## config.mk

```make
export PLATFORM = sky130hd
export DESIGN_NAME = vga_pixel_sink_flat
export DESIGN_NICKNAME = d
export VERILOG_FILES = /design/src/rtl/vga_pixel_sink_if.sv /design/src/rtl/vga_pixel_sink.sv /design/src/flat_wrapper.sv
export SDC_FILE = /design/constraint.sdc
export NUM_CORES = 1
export LEC_CHECK = 0
export BUFFER_PORTS_ARGS = -buffer_cell sky130_fd_sc_hd__buf_2
export CORE_UTILIZATION = 56
export CTS_BUF_LIST = sky130_fd_sc_hd__clkbuf_4 sky130_fd_sc_hd__clkbuf_8
export DETAILED_ROUTE_END_ITERATION = 8
export PLACE_DENSITY_LB_ADDON = 0.05
export SLEW_MARGIN = 40
export SYNTH_ARGS = -nofsm -noshare
export SYNTH_HDL_FRONTEND = slang
export SYNTH_SLANG_ARGS = --single-unit
```

## constraint.sdc

```tcl
create_clock -name clock -period 2.8 [get_ports clock]
set_clock_uncertainty 0.2 [all_clocks]
set_input_delay 0.56 -clock clock [delete_from_list [all_inputs] [get_ports clock]]
set_output_delay 0.56 -clock clock [all_outputs]
set_load 0.05 [all_outputs]
```

## src/rtl/vga_pixel_sink_if.sv

```systemverilog
// Pixel-write bus shared by every draw engine: one (x, y, colour) write per
// cycle while vga_write is high.
interface vga_pixel_sink_if;
    logic [7:0] vga_x;
    logic [6:0] vga_y;
    logic [2:0] vga_colour;
    logic       vga_write;

    modport master (output vga_x, output vga_y, output vga_colour, output vga_write);
    modport slave  (input  vga_x, input  vga_y, input  vga_colour, input  vga_write);
endinterface

```

## src/rtl/vga_pixel_sink.sv

```systemverilog
// Range-checks and buffers single-pixel writes, drains them into the 160x120
// framebuffer write port, and owns a full-screen clear engine that preempts the FIFO.
module vga_pixel_sink #(
    parameter int         FIFO_DEPTH   = 4,
    parameter logic [2:0] CLEAR_COLOUR = 3'd0
) (
    input  logic                    clock,
    input  logic                    reset,
    vga_pixel_sink_if.slave         pix,
    input  logic                    clear_start,
    output logic                    clear_done,
    output logic                    busy,
    output logic [14:0]             fb_addr,
    output logic [2:0]              fb_data,
    output logic                    fb_we,
    output logic                    overflow,
    output logic                    oob
);

    localparam int          PTR_W      = $clog2(FIFO_DEPTH);
    localparam int          CNT_W      = PTR_W + 1;
    localparam logic [14:0] LAST_PIXEL = 15'd19199;

    typedef enum logic [1:0] {ST_IDLE, ST_CLEAR, ST_DONE} state_t;

    typedef struct packed {
        logic [14:0] addr;
        logic [2:0]  colour;
    } entry_t;

    state_t               state_q, state_d;
    logic [14:0]          clear_cnt_q, clear_cnt_d;
    logic [PTR_W-1:0]     wr_ptr_q, wr_ptr_d;
    logic [PTR_W-1:0]     rd_ptr_q, rd_ptr_d;
    logic [CNT_W-1:0]     count_q, count_d;
    logic [14:0]          fb_addr_q, fb_addr_d;
    logic [2:0]           fb_data_q, fb_data_d;
    logic                 fb_we_q, fb_we_d;
    logic                 clear_done_q, clear_done_d;
    logic                 busy_q, busy_d;
    logic                 overflow_q, overflow_d;
    logic                 oob_q, oob_d;

    entry_t               fifo_mem [FIFO_DEPTH];
    entry_t               entry_in;
    entry_t               head;
    logic [14:0]          pix_addr;
    logic                 in_range;
    logic                 full;
    logic                 push;
    logic                 pop;

    // y*160 + x as two shifts and an add; every term is widened to 15 bits first.
    assign pix_addr = {1'b0, pix.vga_y, 7'd0} + {3'b0, pix.vga_y, 5'd0} + {7'd0, pix.vga_x};
    assign in_range = (pix.vga_x <= 8'd159) && (pix.vga_y <= 7'd119);
    assign entry_in = '{addr: pix_addr, colour: pix.vga_colour};
    assign head     = fifo_mem[rd_ptr_q];

    assign full = (count_q == CNT_W'(FIFO_DEPTH));
    assign pop  = (state_q == ST_IDLE) && (count_q != '0);
    assign push = pix.vga_write && in_range && (!full || pop);

    always_comb begin
        // NOTE: every always_comb output gets a default first, so no path can infer a latch.
        wr_ptr_d = wr_ptr_q;
        rd_ptr_d = rd_ptr_q;
        count_d  = count_q;
        if (push) wr_ptr_d = wr_ptr_q + 1'b1;
        if (pop)  rd_ptr_d = rd_ptr_q + 1'b1;
        unique case ({push, pop})
            2'b10:   count_d = count_q + 1'b1;
            2'b01:   count_d = count_q - 1'b1;
            default: count_d = count_q;
        endcase
    end

    always_comb begin
        overflow_d = overflow_q | (pix.vga_write && in_range && full && !pop);
        oob_d      = oob_q | (pix.vga_write && !in_range);
    end

    always_comb begin
        state_d = state_q;
        unique case (state_q)
            ST_IDLE:  if (clear_start) state_d = ST_CLEAR;
            ST_CLEAR: if (clear_cnt_q == LAST_PIXEL) state_d = ST_DONE;
            ST_DONE:  state_d = ST_IDLE;
            default:  state_d = ST_IDLE;
        endcase
    end

    // clear_done is registered together with the last clear write, so it is
    // high during the DONE state.
    always_comb begin
        fb_addr_d    = fb_addr_q;
        fb_data_d    = fb_data_q;
        fb_we_d      = 1'b0;
        clear_done_d = 1'b0;
        clear_cnt_d  = clear_cnt_q;
        unique case (state_q)
            ST_IDLE: begin
                if (clear_start) clear_cnt_d = '0;
                if (pop) begin
                    fb_addr_d = head.addr;
                    fb_data_d = head.colour;
                    fb_we_d   = 1'b1;
                end
            end
            ST_CLEAR: begin
                fb_addr_d = clear_cnt_q;
                fb_data_d = CLEAR_COLOUR;
                fb_we_d   = 1'b1;
                if (clear_cnt_q == LAST_PIXEL) clear_done_d = 1'b1;
                else                           clear_cnt_d  = clear_cnt_q + 15'd1;
            end
            default: ;
        endcase
        busy_d = (state_d != ST_IDLE) || (count_d != '0);
    end

    always_ff @(posedge clock) begin
        // NOTE: sequential state uses non-blocking assignments so every flop samples pre-edge values.
        if (reset) begin
            state_q      <= ST_IDLE;
            clear_cnt_q  <= '0;
            wr_ptr_q     <= '0;
            rd_ptr_q     <= '0;
            count_q      <= '0;
            fb_addr_q    <= '0;
            fb_data_q    <= '0;
            fb_we_q      <= 1'b0;
            clear_done_q <= 1'b0;
            busy_q       <= 1'b0;
            overflow_q   <= 1'b0;
            oob_q        <= 1'b0;
        end else begin
            state_q      <= state_d;
            clear_cnt_q  <= clear_cnt_d;
            wr_ptr_q     <= wr_ptr_d;
            rd_ptr_q     <= rd_ptr_d;
            count_q      <= count_d;
            fb_addr_q    <= fb_addr_d;
            fb_data_q    <= fb_data_d;
            fb_we_q      <= fb_we_d;
            clear_done_q <= clear_done_d;
            busy_q       <= busy_d;
            overflow_q   <= overflow_d;
            oob_q        <= oob_d;
        end
    end

    // NOTE: FIFO storage is not reset; resetting the pointers and count is enough to empty it.
    always_ff @(posedge clock) begin
        if (push) fifo_mem[wr_ptr_q] <= entry_in;
    end

    assign fb_addr    = fb_addr_q;
    assign fb_data    = fb_data_q;
    assign fb_we      = fb_we_q;
    assign clear_done = clear_done_q;
    assign busy       = busy_q;
    assign overflow   = overflow_q;
    assign oob        = oob_q;

endmodule

```

## src/flat_wrapper.sv

```systemverilog
// flat-port wrapper written by rule: the top's interface ports become plain ports
module vga_pixel_sink_flat 
#(
    parameter int         FIFO_DEPTH   = 4,
    parameter logic [2:0] CLEAR_COLOUR = 3'd0
)
  (clock, reset, clear_start, clear_done, busy, fb_addr, fb_data, fb_we, overflow, oob, pix_vga_x, pix_vga_y, pix_vga_colour, pix_vga_write);
  vga_pixel_sink_if pix_i ();
  input  logic clock;
  input  logic reset;
  input  logic clear_start;
  output logic clear_done;
  output logic busy;
  output logic [14:0] fb_addr;
  output logic [2:0] fb_data;
  output logic fb_we;
  output logic overflow;
  output logic oob;
  input wire logic [$bits(pix_i.vga_x)-1:0] pix_vga_x;
  input wire logic [$bits(pix_i.vga_y)-1:0] pix_vga_y;
  input wire logic [$bits(pix_i.vga_colour)-1:0] pix_vga_colour;
  input wire logic [$bits(pix_i.vga_write)-1:0] pix_vga_write;
  assign pix_i.vga_x = pix_vga_x;
  assign pix_i.vga_y = pix_vga_y;
  assign pix_i.vga_colour = pix_vga_colour;
  assign pix_i.vga_write = pix_vga_write;
  vga_pixel_sink #(.FIFO_DEPTH(FIFO_DEPTH), .CLEAR_COLOUR(CLEAR_COLOUR)) u_core (.clock(clock), .reset(reset), .pix(pix_i), .clear_start(clear_start), .clear_done(clear_done), .busy(busy), .fb_addr(fb_addr), .fb_data(fb_data), .fb_we(fb_we), .overflow(overflow), .oob(oob));
endmodule
```

Word level (Yosys, flattened, before mapping). Memories as Yosys holds them, arrays and structs flattened. A register that Yosys moved wholly into a read port is not among the register bits. Index checks and enable logic that the tools add are counted.

Register bits after elaboration: 47. Bits in latches: 0. Bits in writable memories: 72. Memory bits (read-only): 0. Input bits: 22. Output and inout port bits: 23. Word-level logic and storage cells: 71. Memories kept: 1.

Memory list: u_core.fifo_mem (depth 4, width 18, read ports 1, clocked after Yosys merged registers in 1, write ports 1, line vga_pixel_sink.sv:44) `entry_t fifo_mem [FIFO_DEPTH];`.

$add $sub $neg: 7. Multipliers: 0. Div/mod/pow operators: 0. $lt $le $gt $ge: 2. Eq/ne operators: 8. Shift-type cells: 0. Multiplexer cells: 18. Bitwise operators: 3. Reductions and logical operators: 20.

Operators with widths (count): case mux 15 bit (2 select lines) (2); two-way mux 15 bit (3); adder 14 x 12 -> 15 bit (1); adder 15 x 1 -> 15 bit (second input constant) (1); adder 15 x 8 -> 15 bit (1); equality test 15 bit (second input constant) (1); case mux 3 bit (2 select lines) (2); <= comparator 8 bit (second input constant) (1); two-way mux 2 bit (4); <= comparator 7 bit (second input constant) (1); logical AND 1 bit (7); nonzero test 3 bit (2); adder 2 x 1 -> 2 bit (second input constant) (2); equality test 2 x 1 -> 1 bit (second input constant) (2); two-way mux 1 bit (4); != test 2 bit (second input constant) (2); case mux 2 bit (2 select lines) (1); nonzero test 2 bit (2); adder 3 x 1 -> 3 bit (second input constant) (1); equality test 3 bit (second input constant) (1); logical NOT 1 bit (3); two-way mux 3 bit (1); AND reduction 3 bit (1); subtractor 3 x 1 -> 3 bit (second input constant) (1); other kinds (9) (11).

Depth between registers and ports, before layout.
Depth after elaboration: 8. Gate-level depth with buffers: 8. Mapped depth without buffers: 8.

Worst setup path after synthesis. OpenSTA, ideal clock, no wires.

Kind: input to register. Start: in pix_vga_y[0]. End: mem u_core.fifo_mem[0][17] (netlist bit) (data pin). Setup time: 0.288 ns. Data arrival time: 2.308 ns. Required time: 2.312 ns. Setup slack: 0.004 ns. Stages on the path: 7. Buffers on the path: 0. Cell sequence: fa_1 fa_1 a21o_1 a21oi_1 o21bai_1 a21oi_1 o21ai_0.

Longest elaborated chain between the ends: 2.

RTL lines: start, declared (line flat_wrapper.sv:20) `input wire logic [$bits(pix_i.vga_y)-1:0] pix_vga_y;`; adder 14 x 12 -> 15 bit (line vga_pixel_sink.sv:54) `assign pix_addr = {1'b0, pix.vga_y, 7'd0} + {3'b0, pix.vga_y, 5'd0} + {7'd0, pix.vga_x};`; adder 15 x 8 -> 15 bit (line vga_pixel_sink.sv:54); net u_core.pix_addr[14] (line vga_pixel_sink.sv:47) `logic [14:0] pix_addr;`; end, declared (line vga_pixel_sink.sv:44).

The timed path passes the listed nets, and every way through them passes these cells.

Worst setup path after layout.
Start: in pix_vga_y[0]. End: mem u_core.fifo_mem[1][16] (netlist bit) (data pin).

The elaborated chain is that of the path after synthesis.

==> out/results.ini <==
[logic_synthesis]
syn_nets=429
synth-seq-area-share=0.606
avgSynthCellArea_sq_um=13.4
synthFlopType=edfxtp_1
ys_warn_count=0
synthTopCellsByArea=edfxtp_1 (42%), dfxtp_1 (19%), mux4_2 (7.8%), ha_1 (4.3%), a21oi_1 (2.5%)
yosys-top-cells-count=edfxtp_1 (72), dfxtp_1 (49), nor2_1 (34)
syn_inst=386
synth-edff-count=72
synth_area_sq_mm=0.00518
yosys_register_bits=121
yosysTopAreaCell=edfxtp_1
yosysMostFrequentCell=edfxtp_1
synth.distinct_cells=58
async_flop_share=0
synth_top_area_share=0.417

[drt]
dr_total_vias=3331
antenna_left=0
drt-initial-drc-count=169
drc=0
wl_per_cell_microns=17.9
first_pass_iters=7
via_per_inst=5.79
detail_route.wirelength_microns=10300

[global_routing]
grt_antenna_before_repair=0
grt_use_total=0.230
grt_pass1_vias=3277
grt_pass1_wl_microns=16600
gr-total-overflow=0
grt_max_degree=44

[clock_tree]
ctsResizeCount=0
postCtsSetupRepairBufs=0
cts_sinks=121
htree_levels=4
cts-hold-fix-buffers=0
path_clk_slew_ns=0.08
clockBufferDepth=2
cts_root_buf=clkbuf_8
cts_made_buffers=17
worstSkewPairLatency_ns=0.43
cts_tree=built

[power]
p_leak_nw=2.25
irDropWorstVdd_v=0.000514
power_density_mw_per_mm2=851

[timing]
rsz0062_at_grt=false
finalCritPeriodShare=0.943
report.final.hold_viol_count=0
fin_crit_ns=2.64
setup_slack_ns=0.159
setup_viol_count_final=0
hold-worst-slack_ns=0.139
relSlewSlack=0.476
fmax_mhz=379
final-max-slew-violation-count=0
worstMarginPinSlew_ns=0.786

[placed_design]
place_inst=543
post-dp-hpwl_microns=7040
port_buffers=44
place_ws_ns=-0.275
gp_congestion=0.816

[worst_setup_path]
critPathLaunch=pix_vga_y[0]
cp.required_ns=2.74
rr_worst_depth=7
crit_arrival_ns=2.59
r2r_slack_ns=0.50
endpoint=u_core.fifo_mem[1][16]
crit_type=primary input to flop
worstPathMaxFanout=4
r2r-end=u_core.busy
cp-start-kind=primary input
end_kind=flop
reg2reg_from=u_core.state_q[0]

[flow_run]
cap_violations=0

[layout]
stdcell_count=575
drive_above_1_share=0.281
diodes=0
n_fill_cell=657
layout-area-overhead-vs-synth_pct=17.8
final_nets=497

[worst_hold_path]
holdCritPathClass=primary input to flop

[die]
fp.dieH_microns=98.2
row_count=34
core_sq_mm=0.00885
dieArea_sq_mm=0.00965
die_w_microns=98.2
ios=45
start_util=0.586

[outcome]
outcome=finished clean

[placed cells by master (no fill, tap or decap), drive strengths merged, types with 4 or more instances in the layout]
| cell type | count |
|---|---|
| xor2 | 6 |
| inv | 13 |
| nor3 | 8 |
| a22oi | 14 |
| nand2 | 29 |
| a21oi | 27 |
| nand3 | 8 |
| nor2 | 34 |
| edfxtp | 72 |
| dfxtp | 49 |
| o21ai | 9 |
| and2 | 7 |
| clkbuf | 17 |
| nand4 | 4 |
| xnor2 | 14 |
| buf | 66 |
| mux4 | 18 |
| ha | 18 |
[state kept, by name, summed over array words and instances, names as in the netlist, 2 cells and up, named ones only]
signal,flops
u_core.state_q,2
u_core.wr_ptr_q,2
u_core.clear_cnt_q,15
u_core.fb_addr,15
u_core.fb_data,3
u_core.count_q,3
u_core.fifo_mem,72
u_core.rd_ptr_q,2
[through the flow]
step                total power, W  setup TNS [ns]  instance area, sq um  utilization
CTS                        0.00523               0                  6110        0.690
detailed placement         0.00358           -2.84                  5680        0.642
global route               0.00542               0                  6110        0.690
floorplan                  0.00323               0                  5180            -
finish                     0.00519               0                  6110        0.690
global placement           0.00354           -1.69                  5680        0.642
[layout make-up]
class,count,area [sq um],share of cell area
flip-flops and latches,121,3140,0.515
multi-input cells,241,1940,0.318
repair buffers,66,435,0.0713
clock buffers,17,234,0.0383
clock inverters,15,190,0.0311
well taps,108,135,0.0221
inverters,7,26.3,0.00430
[routing by layer]
layer	vias to the layer above	track usage	wire length [microns]
met5	-	0	0
met4	0	0.0976	240
met3	21	0.0523	423
met2	90	0.369	5070
met1	1632	0.304	4590
li1	1588	-	-
[power by group]
part	switching [W]	leakage, nW	internal (W)	total [W]
registers	0.0000919	1.06	0.00209	0.00218
clock network	0.000746	0.206	0.000900	0.00165
logic	0.000846	0.992	0.000524	0.00137
[cells by family (layout without fill, tap and decap cells)]
logic type,Yosys count,after routing,synth area share
buffers and inverters,24,105,0.0198
muxes,21,21,0.0849
xor gates and xnor gates,20,20,0.0338
and+or+nand+nor,112,112,0.112
AOI/OAI and AO/OA,67,67,0.0886
adders and majority gates,21,21,0.0550
DFF,121,121,0.606
[worst min path at each step]
stage / startpoint / to / slack (ns) / cells after the start
after floorplan: u_core.clear_cnt_q[6] / u_core.fb_addr[6] / 0.25 / 2
after global placement: u_core.oob / u_core.oob / 0.25 / 2
after detailed placement: u_core.fb_data[2] / u_core.fb_data[2] / 0.26 / 2
after CTS: pix_vga_x[4] / u_core.fifo_mem[0][7] / 0.12 / 1
after global routing: pix_vga_x[3] / u_core.fifo_mem[2][6] / 0.12 / 1
final: pix_vga_x[3] / u_core.fifo_mem[2][6] / 0.14 / 1
[worst max-delay path, stage by stage]
cell and delay [ns]:
buf_2 0.12, fa_1 0.53, ha_1 0.32, a21o_1 0.18, a21oi_1 0.18, o21ai_0 0.16, o41ai_1 0.35, xnor2_1 0.20
No activity file was read; power rests on OpenSTA's default activity.
